### src/rtl/nv_nvdla_pwrbus_pkg.sv
// Shared types and parameter-legality helpers for the RAM power-down bus sequencer.
package nv_nvdla_pwrbus_pkg;

    typedef enum logic [1:0] {
        IDLE,
        APPLY,
        WAIT,
        DONE
    } pwrbus_seq_state_e;

    function automatic bit pwrbus_width_ok(input int unsigned pd_w, input int unsigned ngrp);
        return (ngrp != 0) && ((pd_w % ngrp) == 0);
    endfunction

    function automatic bit pwrbus_step_ok(input int unsigned step_cyc);
        return step_cyc >= 1;
    endfunction

endpackage

### src/rtl/nv_nvdla_pwrbus_step_cnt.sv
// Loadable down-counter timing the settle gap after each changed group.
module nv_nvdla_pwrbus_step_cnt #(
    parameter int unsigned STEP_CYC = 3
) (
    input  logic nvdla_core_clk,
    input  logic nvdla_core_rstn,
    input  logic load,
    output logic expire
);

    localparam int unsigned CW = $clog2(STEP_CYC + 1);

    logic [CW-1:0] cnt;

    // Loaded on the APPLY exit edge, so the value is STEP_CYC in the first WAIT cycle
    // and reaches 1 in the last one; it then parks at 0.
    always_ff @(posedge nvdla_core_clk or negedge nvdla_core_rstn) begin
        if (!nvdla_core_rstn) begin
            cnt <= '0;
        end else if (load) begin
            cnt <= CW'(STEP_CYC);
        end else if (cnt != '0) begin
            cnt <= cnt - 1'b1;
        end
    end

    assign expire = (cnt == CW'(1));

endmodule

### src/rtl/nv_nvdla_pwrbus_seq.sv
// Staggered sequencer driving pwrbus_ram_pd one group at a time with a settle gap.
module nv_nvdla_pwrbus_seq
    import nv_nvdla_pwrbus_pkg::*;
#(
    parameter int unsigned PD_W     = 32,
    parameter int unsigned NGRP     = 4,
    parameter int unsigned STEP_CYC = 3
) (
    input  logic            nvdla_core_clk,
    input  logic            nvdla_core_rstn,
    input  logic            pd_req_valid,
    output logic            pd_req_ready,
    input  logic [PD_W-1:0] pd_req_target,
    output logic [PD_W-1:0] pwrbus_ram_pd,
    output logic            pd_busy,
    output logic            pd_done
);

    localparam int unsigned GW    = PD_W / NGRP;
    localparam int unsigned GRP_W = (NGRP > 1) ? $clog2(NGRP) : 1;
    localparam logic [GRP_W-1:0] LAST_GRP = GRP_W'(NGRP - 1);

    if (!pwrbus_width_ok(PD_W, NGRP)) begin : g_bad_width
        $error("nv_nvdla_pwrbus_seq: PD_W must be a multiple of NGRP");
    end
    if (!pwrbus_step_ok(STEP_CYC)) begin : g_bad_step
        $error("nv_nvdla_pwrbus_seq: STEP_CYC must be at least 1");
    end

    pwrbus_seq_state_e state;
    logic [PD_W-1:0]   tgt_q;
    logic [GRP_W-1:0]  grp;
    logic [GW-1:0]     tgt_grp;
    logic [GW-1:0]     cur_grp;
    logic              grp_diff;
    logic              last_grp;
    logic              cnt_load;
    logic              cnt_expire;

    assign tgt_grp  = tgt_q[grp*GW +: GW];
    assign cur_grp  = pwrbus_ram_pd[grp*GW +: GW];
    assign grp_diff = (tgt_grp != cur_grp);
    assign last_grp = (grp == LAST_GRP);
    assign cnt_load = (state == APPLY) && grp_diff;

    nv_nvdla_pwrbus_step_cnt #(
        .STEP_CYC (STEP_CYC)
    ) u_step_cnt (
        .nvdla_core_clk  (nvdla_core_clk),
        .nvdla_core_rstn (nvdla_core_rstn),
        .load            (cnt_load),
        .expire          (cnt_expire)
    );

    always_ff @(posedge nvdla_core_clk or negedge nvdla_core_rstn) begin
        if (!nvdla_core_rstn) begin
            state         <= IDLE;
            tgt_q         <= '0;
            grp           <= '0;
            pwrbus_ram_pd <= '0;
        end else begin
            case (state)
                IDLE: begin
                    if (pd_req_valid) begin
                        tgt_q <= pd_req_target;
                        grp   <= '0;
                        state <= APPLY;
                    end
                end
                APPLY: begin
                    if (grp_diff) begin
                        pwrbus_ram_pd[grp*GW +: GW] <= tgt_grp;
                        state <= WAIT;
                    end else if (last_grp) begin
                        grp   <= '0;
                        state <= DONE;
                    end else begin
                        grp <= grp + 1'b1;
                    end
                end
                WAIT: begin
                    if (cnt_expire) begin
                        if (last_grp) begin
                            grp   <= '0;
                            state <= DONE;
                        end else begin
                            grp   <= grp + 1'b1;
                            state <= APPLY;
                        end
                    end
                end
                DONE: begin
                    state <= IDLE;
                end
                default: begin
                    state <= IDLE;
                end
            endcase
        end
    end

    assign pd_req_ready = (state == IDLE);
    assign pd_busy      = (state != IDLE);
    assign pd_done      = (state == DONE);

endmodule

### config.mk
export PLATFORM = sky130hd
export DESIGN_NAME = nv_nvdla_pwrbus_seq
export DESIGN_NICKNAME = d
export VERILOG_FILES = /design/src/rtl/nv_nvdla_pwrbus_pkg.sv /design/src/rtl/nv_nvdla_pwrbus_step_cnt.sv /design/src/rtl/nv_nvdla_pwrbus_seq.sv
export SDC_FILE = /design/constraint.sdc
export NUM_CORES = 1
export LEC_CHECK = 0
export CAP_MARGIN = 20
export CORE_AREA = 5 5 87 89
export CTS_BUF_LIST = sky130_fd_sc_hd__clkbuf_16
export CTS_CLUSTER_SIZE = 14
export DETAILED_ROUTE_END_ITERATION = 7
export DIE_AREA = 0 0 92 94
export PLACE_DENSITY = 0.83
export SYNTH_ARGS = -nofsm -noshare
export SYNTH_HDL_FRONTEND = slang
export SYNTH_SLANG_ARGS = --single-unit
### constraint.sdc
create_clock -name nvdla_core_clk -period 5.2 [get_ports nvdla_core_clk]
set_clock_uncertainty 0.2 [all_clocks]
set_input_delay 1.04 -clock nvdla_core_clk [delete_from_list [all_inputs] [get_ports nvdla_core_clk]]
set_output_delay 1.04 -clock nvdla_core_clk [all_outputs]
set_load 0.01 [all_outputs]
# == Yosys cells after proc, flatten, opt, wreduce, memory -nomap -nowiden ==
# Index checks and enable logic that the tools add are counted.
# op_classes
addsub,3
eq_ne,10
shift,4
mux,14
reduce_logical,10
# ops
cell,n
32-bit by 6-bit variable part select with 8-bit output,2
5-bit negator with 34-bit output,1
8-bit by 34-bit variable shift with 32-bit output (first input constant),1
8-bit by 34-bit variable part select with 32-bit output,1
32-bit bitwise mux,1
2-bit two-way mux,11
8-bit inequality test,1
2-bit case mux with 4 select lines,1
2-bit equality test (second input constant),3
2-bit inequality test (second input constant),3
2-bit case mux with 3 select lines,1
2-bit nonzero test,3
2-bit by 1-bit equality test with 1-bit output (second input constant),2
2-bit AND reduction,2
4-bit AND reduction,1
3-bit inequality test (second input constant),1
3-bit AND reduction,1
3-bit nonzero test,1
2-bit by 1-bit adder with 2-bit output (second input constant),1
2-bit logical NOT,1
2-bit by 1-bit subtractor with 2-bit output (second input constant),1
1-bit logical AND,1
# totals
regBits,70
in_bits,35
out_inout_bits,35
word_cells,46

# == Logic depth before layout (Yosys ltp) ==
# Gate-level depths: netlist of run 1.
# depth
depth_word,4
ltp_mapped,9
depth_no_buf,7

# == Modules after synthesis ==
# From an unflattened synthesis of run 1, not the netlist that was laid out.
# hier_totals
hier_cells,290
area_unflattened_um2,3619.7
# by_module_without_submodules
mod,n_inst,cells_each,area_per_inst_um2,seq_area_each_um2
nv_nvdla_pwrbus_seq,1,279,3502.1,1701.6
nv_nvdla_pwrbus_step_cnt,1,11,117.6,50.0

# == Worst setup path after synthesis of run 1 ==
# No wires, ideal clock.
# synth_path
path_kind,register to register
startpoint,reg grp[0]
endpoint,reg grp[0]
setup_ns,0.130
arrival_ns,2.333
required_time_ns,4.870
path_slack_ns,2.537
stages_incl_launch_ff,8
n_path_buf,1
period_less_slack_ns,2.663
cell_sequence,dfrtp_1 -> buf_6 -> mux4_1 -> xor2_1 -> nor4_2 -> a21boi_1 -> or3b_4 -> mux2i_1
# synth_via
elab_chain_cells,4
elab_cells_between_ends,11
classes_between,add/sub (1); eq/ne (3); shift (2); mux (4); reduce/logical (1)
# synth_rtl
element,line,text
start: declaration,nv_nvdla_pwrbus_seq.sv:32,logic [GRP_W-1:0] grp;
start signal: assignment,nv_nvdla_pwrbus_seq.sv:78,grp <= grp + 1'b1;
start signal: assignment,nv_nvdla_pwrbus_seq.sv:87,grp <= grp + 1'b1;
"32-bit by 6-bit variable part select with 8-bit output, or another cell as far along",nv_nvdla_pwrbus_seq.sv:40,assign tgt_grp = tgt_q[grp*GW +: GW];
8-bit inequality test / 2-bit two-way mux (equally long branches),"nv_nvdla_pwrbus_seq.sv:42, nv_nvdla_pwrbus_seq.sv:74, nv_nvdla_pwrbus_seq.sv:83",
"2-bit inequality test (no source line), or another cell as far along",--,
4-bit AND reduction (no source line) / 2-bit case mux with 3 select lines (equally long branches),--,
# Several ways; a longest one is shown, not always the timed one. The select of a mux whose other input is x is not followed.
# A chain may end at the register's enable or synchronous reset.

# == Final worst setup path of run 1 ==
# layout_path
startpoint,reg grp[0]
endpoint,reg pwrbus_ram_pd[5]
# layout_via
elab_chain_cells,3
elab_cells_between_ends,8
classes_between,add/sub (1); eq/ne (1); shift (4); mux (1); reduce/logical (1)
# layout_rtl
element,line,text
"32-bit by 6-bit variable part select with 8-bit output, or another cell as far along",nv_nvdla_pwrbus_seq.sv:40,
"8-bit by 34-bit variable part select with 32-bit output, or another cell as far along",nv_nvdla_pwrbus_seq.sv:72,pwrbus_ram_pd[grp*GW +: GW] <= tgt_grp;
32-bit bitwise mux / 2-bit AND reduction (equally long branches),--,
end signal: indexed assignment,nv_nvdla_pwrbus_seq.sv:72,
end: declaration,nv_nvdla_pwrbus_seq.sv:14,"output logic [PD_W-1:0] pwrbus_ram_pd,"
# Several ways; a longest one is shown, not always the timed one.

==> results of run 1 <==
==> power by group through the flow <==
stage / clock, W / combinational, W / sequential [W]
floorplan: 0 / 0.000856 / 0.000914
global placement: 0 / 0.00118 / 0.000959
detailed placement: 0 / 0.00122 / 0.000971
CTS: 0.000654 / 0.00123 / 0.000963
global route: 0.000677 / 0.00134 / 0.000994
finish: 0.000643 / 0.00124 / 0.000962
==> through the flow <==
step	worst slack, ns	cells	area (um2)	total power [W]
final	1.64	447	4690	0.00284
after CTS	1.58	445	4670	0.00285
after detailed placement	1.61	429	4360	0.00219
after global routing	1.32	447	4690	0.00301
after floorplan	2.54	287	3620	0.00177
after global placement	1.72	428	4350	0.00214
==> synthesized netlist by cell type, types with 2 or more instances <==
library cell	n
inv_1	40
and2_1	3
buf_1	3
mux4_2	11
nand2_1	40
mux2_2	33
ha_1	12
xor2_1	9
dfrtp_1	70
nor3b_1	3
a21oi_1	2
mux4_1	5
nor3_1	2
nor4_2	2
mux2i_1	34
buf_2	5
==> logic make-up (layout without fill, tap and decap cells) <==
group / after synthesis / count (layout)
xor+xnor: 9 / 9
mux: 83 / 83
flops: 70 / 70
buf+inv: 51 / 131
compound gates: 7 / 7
fa+ha+maj: 12 / 12
simple gates: 55 / 55
==> cell type report <==
class / instances / area (um2)
clock buffer: 9 / 225
clock inverter: 7 / 88.8
fill: 487 / 1990
inverter: 40 / 150
multi-input combinational: 166 / 1640
sequential: 70 / 1750
tap: 80 / 100
timing repair buffer: 75 / 731
==> sequential cells by signal, indices dropped and copies added (netlist names) <==
register        flops
grp                 2
pwrbus_ram_pd      32
tgt_q              32
state               2
u_step_cnt.cnt      2
==> worst max-delay path, stage by stage (launching register included) <==
cell and delay [ns]:
dfrtp_1 0.81, buf_4 0.32, mux4_1 0.71, xor2_1 0.28, nor4_2 0.09, a21boi_1 0.26, and2_1 0.53, mux2i_1 0.26
==> cells in the final DEF (no fill, tap or decap), drive strengths merged <==
cell            n
nor3            2
nor4            2
mux2           33
clkbuf         11
buf             5
and2            4
xor2            9
ha             12
a21oi           2
clkdlybuf4s50  68
inv            40
clkinvlp        1
or3b            1
nand2b          1
mux2i          34
nand2          40
and3            1
nand3b          1
mux4           16
clkinv          4
a2bb2oi         1
a21boi          1
o221ai          1
bufinv          2
o2111a          1
dfrtp          70
o21bai          1
nor3b           3
==> how the worst min path moves through the flow <==
| stage | end | slack (ns) | cells after the start |
|---|---|---|---|
| 3_5_place_dp | tgt_q[22] | 0.29 | 1 |
| 4_1_cts | tgt_q[14] | 0.30 | 1 |
| 5_1_grt | tgt_q[14] | 0.31 | 1 |
| 6_report | tgt_q[14] | 0.30 | 1 |
| 3_3_place_gp | tgt_q[22] | 0.28 | 1 |
| 2_1_floorplan | tgt_q[10] | 0.27 | 1 |
==> per-layer routing <==
metal | vias to the layer above | wire length (um) | GRT usage
li1 | 1122 | - | -
met1 | 1200 | 3310 | 0.241
met2 | 76 | 3810 | 0.324
met3 | 20 | 462 | 0.0473
met4 | 0 | 191 | 0.0965
met5 | - | 0 | 0
==> flow_summary.json, run 1 <==
{
  "status": "finished, final reports clean",
  "port_buffers": 69,
  "drt_pass1_iterations": 4,
  "synth_edf_count": 0,
  "grt_max_degree": 71,
  "synth_compound_area_frac": 0.0149,
  "worst_pin_slew_ns": 1.06,
  "setup-tns-final_ns": 0,
  "dpl.hpwl_um": 5590,
  "clock_latency_ns": 0.33,
  "cts_setup_buffers": 0,
  "netlist_area_um2": 3620,
  "cts_sinks": 70,
  "ys.flop_type": "dfrtp_1",
  "seq_power_share": 0.339,
  "cts.path.max_buffers": 2,
  "grt_pass1_wl_um": 12800,
  "grt_pass1_vias": 2592,
  "synth_cell_types": 29,
  "core_um2": 6680,
  "r2r_start": "grp[0]",
  "p_sw_w": 0.000996,
  "r2r_cells": 7,
  "grt_antenna_before_repair": 0,
  "postRouteAntennaNets": 0,
  "hold_slack_ns": 0.300,
  "die_h_um": 94,
  "crit_type": "register to register",
  "synthXorXnorAreaFrac": 0.0218,
  "ios": 70,
  "syn-instance-count": 287,
  "synth_top_family_by_area": "multiplexers",
  "final_util": 0.701,
  "holdCritStartpoint": "tgt_q[14]",
  "die-area_um2": 8650,
  "drv_slew": 0,
  "diodes": 0,
  "ys_seq_area_frac": 0.484,
  "post-route-min-period_ns": 3.56,
  "fin_nets": 409,
  "avgSynthCellArea_um2": 12.6,
  "vdd_drop_max_uv": 394,
  "muxShareOfSynthArea": 0.302,
  "critPathRequiredTime_ns": 5.25,
  "routedWlPerCell_um": 17.4,
  "grt_usage": 0.196,
  "cp-startpoint": "grp[0]",
  "hold_class": "register to register",
  "slew_headroom": 0.294,
  "routed_via_density": 5.41,
  "ys_warn_count": 0,
  "setup_viol": 0,
  "cts_root_buf": "clkbuf_16",
  "min_period_over_period": 0.684,
  "end_kind": "register",
  "postRouteWirelength_um": 7780,
  "fmax_mhz": 281,
  "power_frac_clock": 0.226,
  "std_cell_rows": 30,
  "rsz0062_at_grt": "false",
  "p_int_w": 0.00184,
  "cts_buffers": 9,
  "syn_nets": 334,
  "r2r_slack_ns": 1.64,
  "yosysTopAreaCellShare": 0.484,
  "swShare": 0.350,
  "drive_above_1_share": 0.191,
  "power_frac_comb": 0.435,
  "synth_area_leader_cell": "dfrtp_1",
  "tritoncts": "done",
  "cp-endpoint": "pwrbus_ram_pd[5]",
  "cap_viol_max_count": 0,
  "synth-simple-area-share": 0.0737,
  "vias": 2418,
  "htree_levels": 3,
  "synth_fa_ha_area_frac": 0.0415,
  "area_growth_pct": 29.6,
  "hold_viol_final": 0,
  "start_util": 0.541,
  "grt.overflow.total": 0,
  "rr_endpoint": "pwrbus_ram_pd[5]",
  "drtIter0Drc": 135,
  "ys_seq_elements": 70,
  "drc": 0,
  "crit_fanout": 15,
  "synth_area_leaders": "dfrtp_1 (48%), mux2_2 (10%), mux2i_1 (9.4%), mux4_2 (6.8%), ha_1 (4.2%)",
  "async_flop_share": 1.00,
  "start_kind": "register",
  "gp_congestion": 0.819,
  "p_leak_nw": 1.97,
  "critical_path_arrival_ns": 3.60,
  "power.density_nw_per_um2": 606,
  "clk_pin_slew_ns": 0.06,
  "dieWidth_um": 92,
  "post_cts_resized": 0,
  "hold_buffers": 0
}
(Power assumes the default switching activity.)
==> run 2, diff against run 1 <==
--- a/config.mk
+++ b/config.mk
@@ -6,12 +6,12 @@
 export NUM_CORES = 1
 export LEC_CHECK = 0
 export CAP_MARGIN = 20
-export CORE_AREA = 5 5 87 89
+export CORE_AREA = 5 5 94 96
 export CTS_BUF_LIST = sky130_fd_sc_hd__clkbuf_16
 export CTS_CLUSTER_SIZE = 14
 export DETAILED_ROUTE_END_ITERATION = 7
-export DIE_AREA = 0 0 92 94
-export PLACE_DENSITY = 0.83
+export DIE_AREA = 0 0 99 101
+export PLACE_DENSITY = 0.75
 export SYNTH_ARGS = -nofsm -noshare
 export SYNTH_HDL_FRONTEND = slang
 export SYNTH_SLANG_ARGS = --single-unit
==> constraint.sdc (replaced) <==
create_clock -name nvdla_core_clk -period 2.8 [get_ports nvdla_core_clk]
set_clock_uncertainty 0.2 [all_clocks]
set_input_delay 0.56 -clock nvdla_core_clk [delete_from_list [all_inputs] [get_ports nvdla_core_clk]]
set_output_delay 0.56 -clock nvdla_core_clk [all_outputs]
set_load 0.01 [all_outputs]
==> flow_summary.json, run 2 (synthesized netlist as in run 1, its figures left out) <==
{
  "status": "finished, final reports clean",
  "diodes": 0,
  "grt_usage": 0.168,
  "seqCellArea_um2": 1750,
  "hold_viol_final": 0,
  "start_util": 0.454,
  "ios": 70,
  "post-route-min-period_ns": 2.76,
  "drive_above_1_share": 0.231,
  "postRouteWirelength_um": 8100,
  "std_cell_rows": 33,
  "cts.path.max_buffers": 2,
  "grt_antenna_before_repair": 0,
  "dpl.hpwl_um": 5790,
  "layout_commonest_cell": "dfrtp_1",
  "cts_root_buf": "clkbuf_16",
  "drv_slew": 0,
  "drt_pass1_iterations": 4,
  "area_growth_pct": 35.4,
  "p_leak_nw": 2.07,
  "clock_latency_ns": 0.33,
  "grt_pass1_wl_um": 13000,
  "hold_class": "input pin to asynchronous set/reset pin",
  "final_util": 0.614,
  "grt_max_degree": 71,
  "fmax_mhz": 363,
  "critical_path_arrival_ns": 2.77,
  "slew_headroom": 0.737,
  "routedWlPerCell_um": 16.5,
  "postRouteAntennaNets": 0,
  "min_period_over_period": 0.985,
  "reg_top3": "pwrbus_ram_pd (32), tgt_q (32)",
  "layout_common_cells": "dfrtp_1 (69), clkdlybuf4s50_1 (68), inv_1 (41)",
  "r2r_cells": 7,
  "hold_buffers": 0,
  "worst_pin_slew_ns": 0.394,
  "gp_congestion": 0.774,
  "r2r_start": "grp[0]",
  "power_w": 0.00550,
  "port_buffers": 69,
  "vias": 2504,
  "vdd_drop_max_uv": 467,
  "tritoncts": "done",
  "drtIter0Drc": 180,
  "cts_buffers": 9,
  "clk_pin_slew_ns": 0.05,
  "drc": 0,
  "grt_pass1_vias": 2537,
  "multiInputGateArea_um2": 1640,
  "htree_levels": 3,
  "r2r_slack_ns": 0.04,
  "critical_path_buf_inv_count": 1,
  "crit_type": "register to register",
  "end_kind": "register",
  "cap_viol_max_count": 0,
  "n_fill_cell": 628,
  "start_kind": "register",
  "setup_viol": 0,
  "fin_nets": 427,
  "routed_via_density": 5.11,
  "slowest_stage": "mux4_1",
  "die_h_um": 101,
  "core_um2": 7970,
  "grt.overflow.total": 0,
  "crit_fanout": 10,
  "power.density_nw_per_um2": 1120,
  "setup-tns-final_ns": 0,
  "cts_sinks": 70,
  "path_delay_family": "simple AND/OR/NAND/NOR gates",
  "die-area_um2": 10000,
  "slowest_delay_ns": 0.60,
  "critPathRequiredTime_ns": 2.81,
  "crit_chain": "buf_12 -> mux4_1 -> xor2_1 -> nor4_2 -> a21boi_2 -> or3b_4 -> mux2i_1",
  "rr_endpoint": "grp[1]",
  "dieWidth_um": 99
}
## run 2: cell count changes in the layout (fill, tap and decap cells not counted), sizes merged
cell | previous run | this run
clkbuf | 11 | 10
bufinv | 2 | 1
inv | 40 | 41
buf | 5 | 24
## run 2: layout make-up
class / count / share of cell area
tap: 105 / 0.0268
multi-input combinational: 166 / 0.336
sequential: 70 / 0.358
clock inverter: 7 / 0.0115
clock buffer: 9 / 0.0460
timing repair buffer: 93 / 0.191
inverter: 40 / 0.0307
## run 2: repair_timing
action	in CTS	in global routing
pin swaps	0	2
setup endpoints to repair	12	28
setup buffers	0	1
gates cloned	0	1
gates resized for setup	2	4
endpoints found under the hold margin	0	0
## run 2: worst max path at each step
stage               slack [ns]  cells after the start                 to   start
floorplan                 0.14                      7             grp[0]  grp[0]
global placement          0.05                      7             grp[0]  grp[0]
detailed placement       -0.11                      7  pwrbus_ram_pd[17]  grp[0]
CTS                       0.01                      7  pwrbus_ram_pd[29]  grp[0]
global route             -0.05                      7             grp[1]  grp[0]
finish                    0.04                      7             grp[1]  grp[0]
## run 2: power breakdown
part           internal [W]  switching [W]  leakage (nW)
Clock              0.000673       0.000409         0.137
Sequential          0.00144       0.000282         0.889
Combinational       0.00149        0.00121          1.05
## run 2: stage by stage
| step | instance area (um2) | hold slack [ns] | cells | worst slack, ns |
|---|---|---|---|---|
| 6_report | 4900 | 0.0404 | 490 | 0.0415 |
| 5_1_grt | 4900 | 0.0763 | 490 | -0.0542 |
| 4_1_cts | 4850 | 0.0660 | 488 | 0.0116 |
| 3_5_place_dp | 4570 | 0.289 | 472 | -0.105 |
| 3_3_place_gp | 4570 | 0.282 | 472 | 0.0513 |
| 2_1_floorplan | 3620 | 0.0644 | 287 | 0.137 |
## run 2: routing by layer
layer	up-vias	routed length [um]	track usage
met5	-	0	0
met1	1245	3570	0.223
met4	0	118	0.0557
li1	1165	-	-
met3	9	548	0.0498
met2	85	3870	0.265
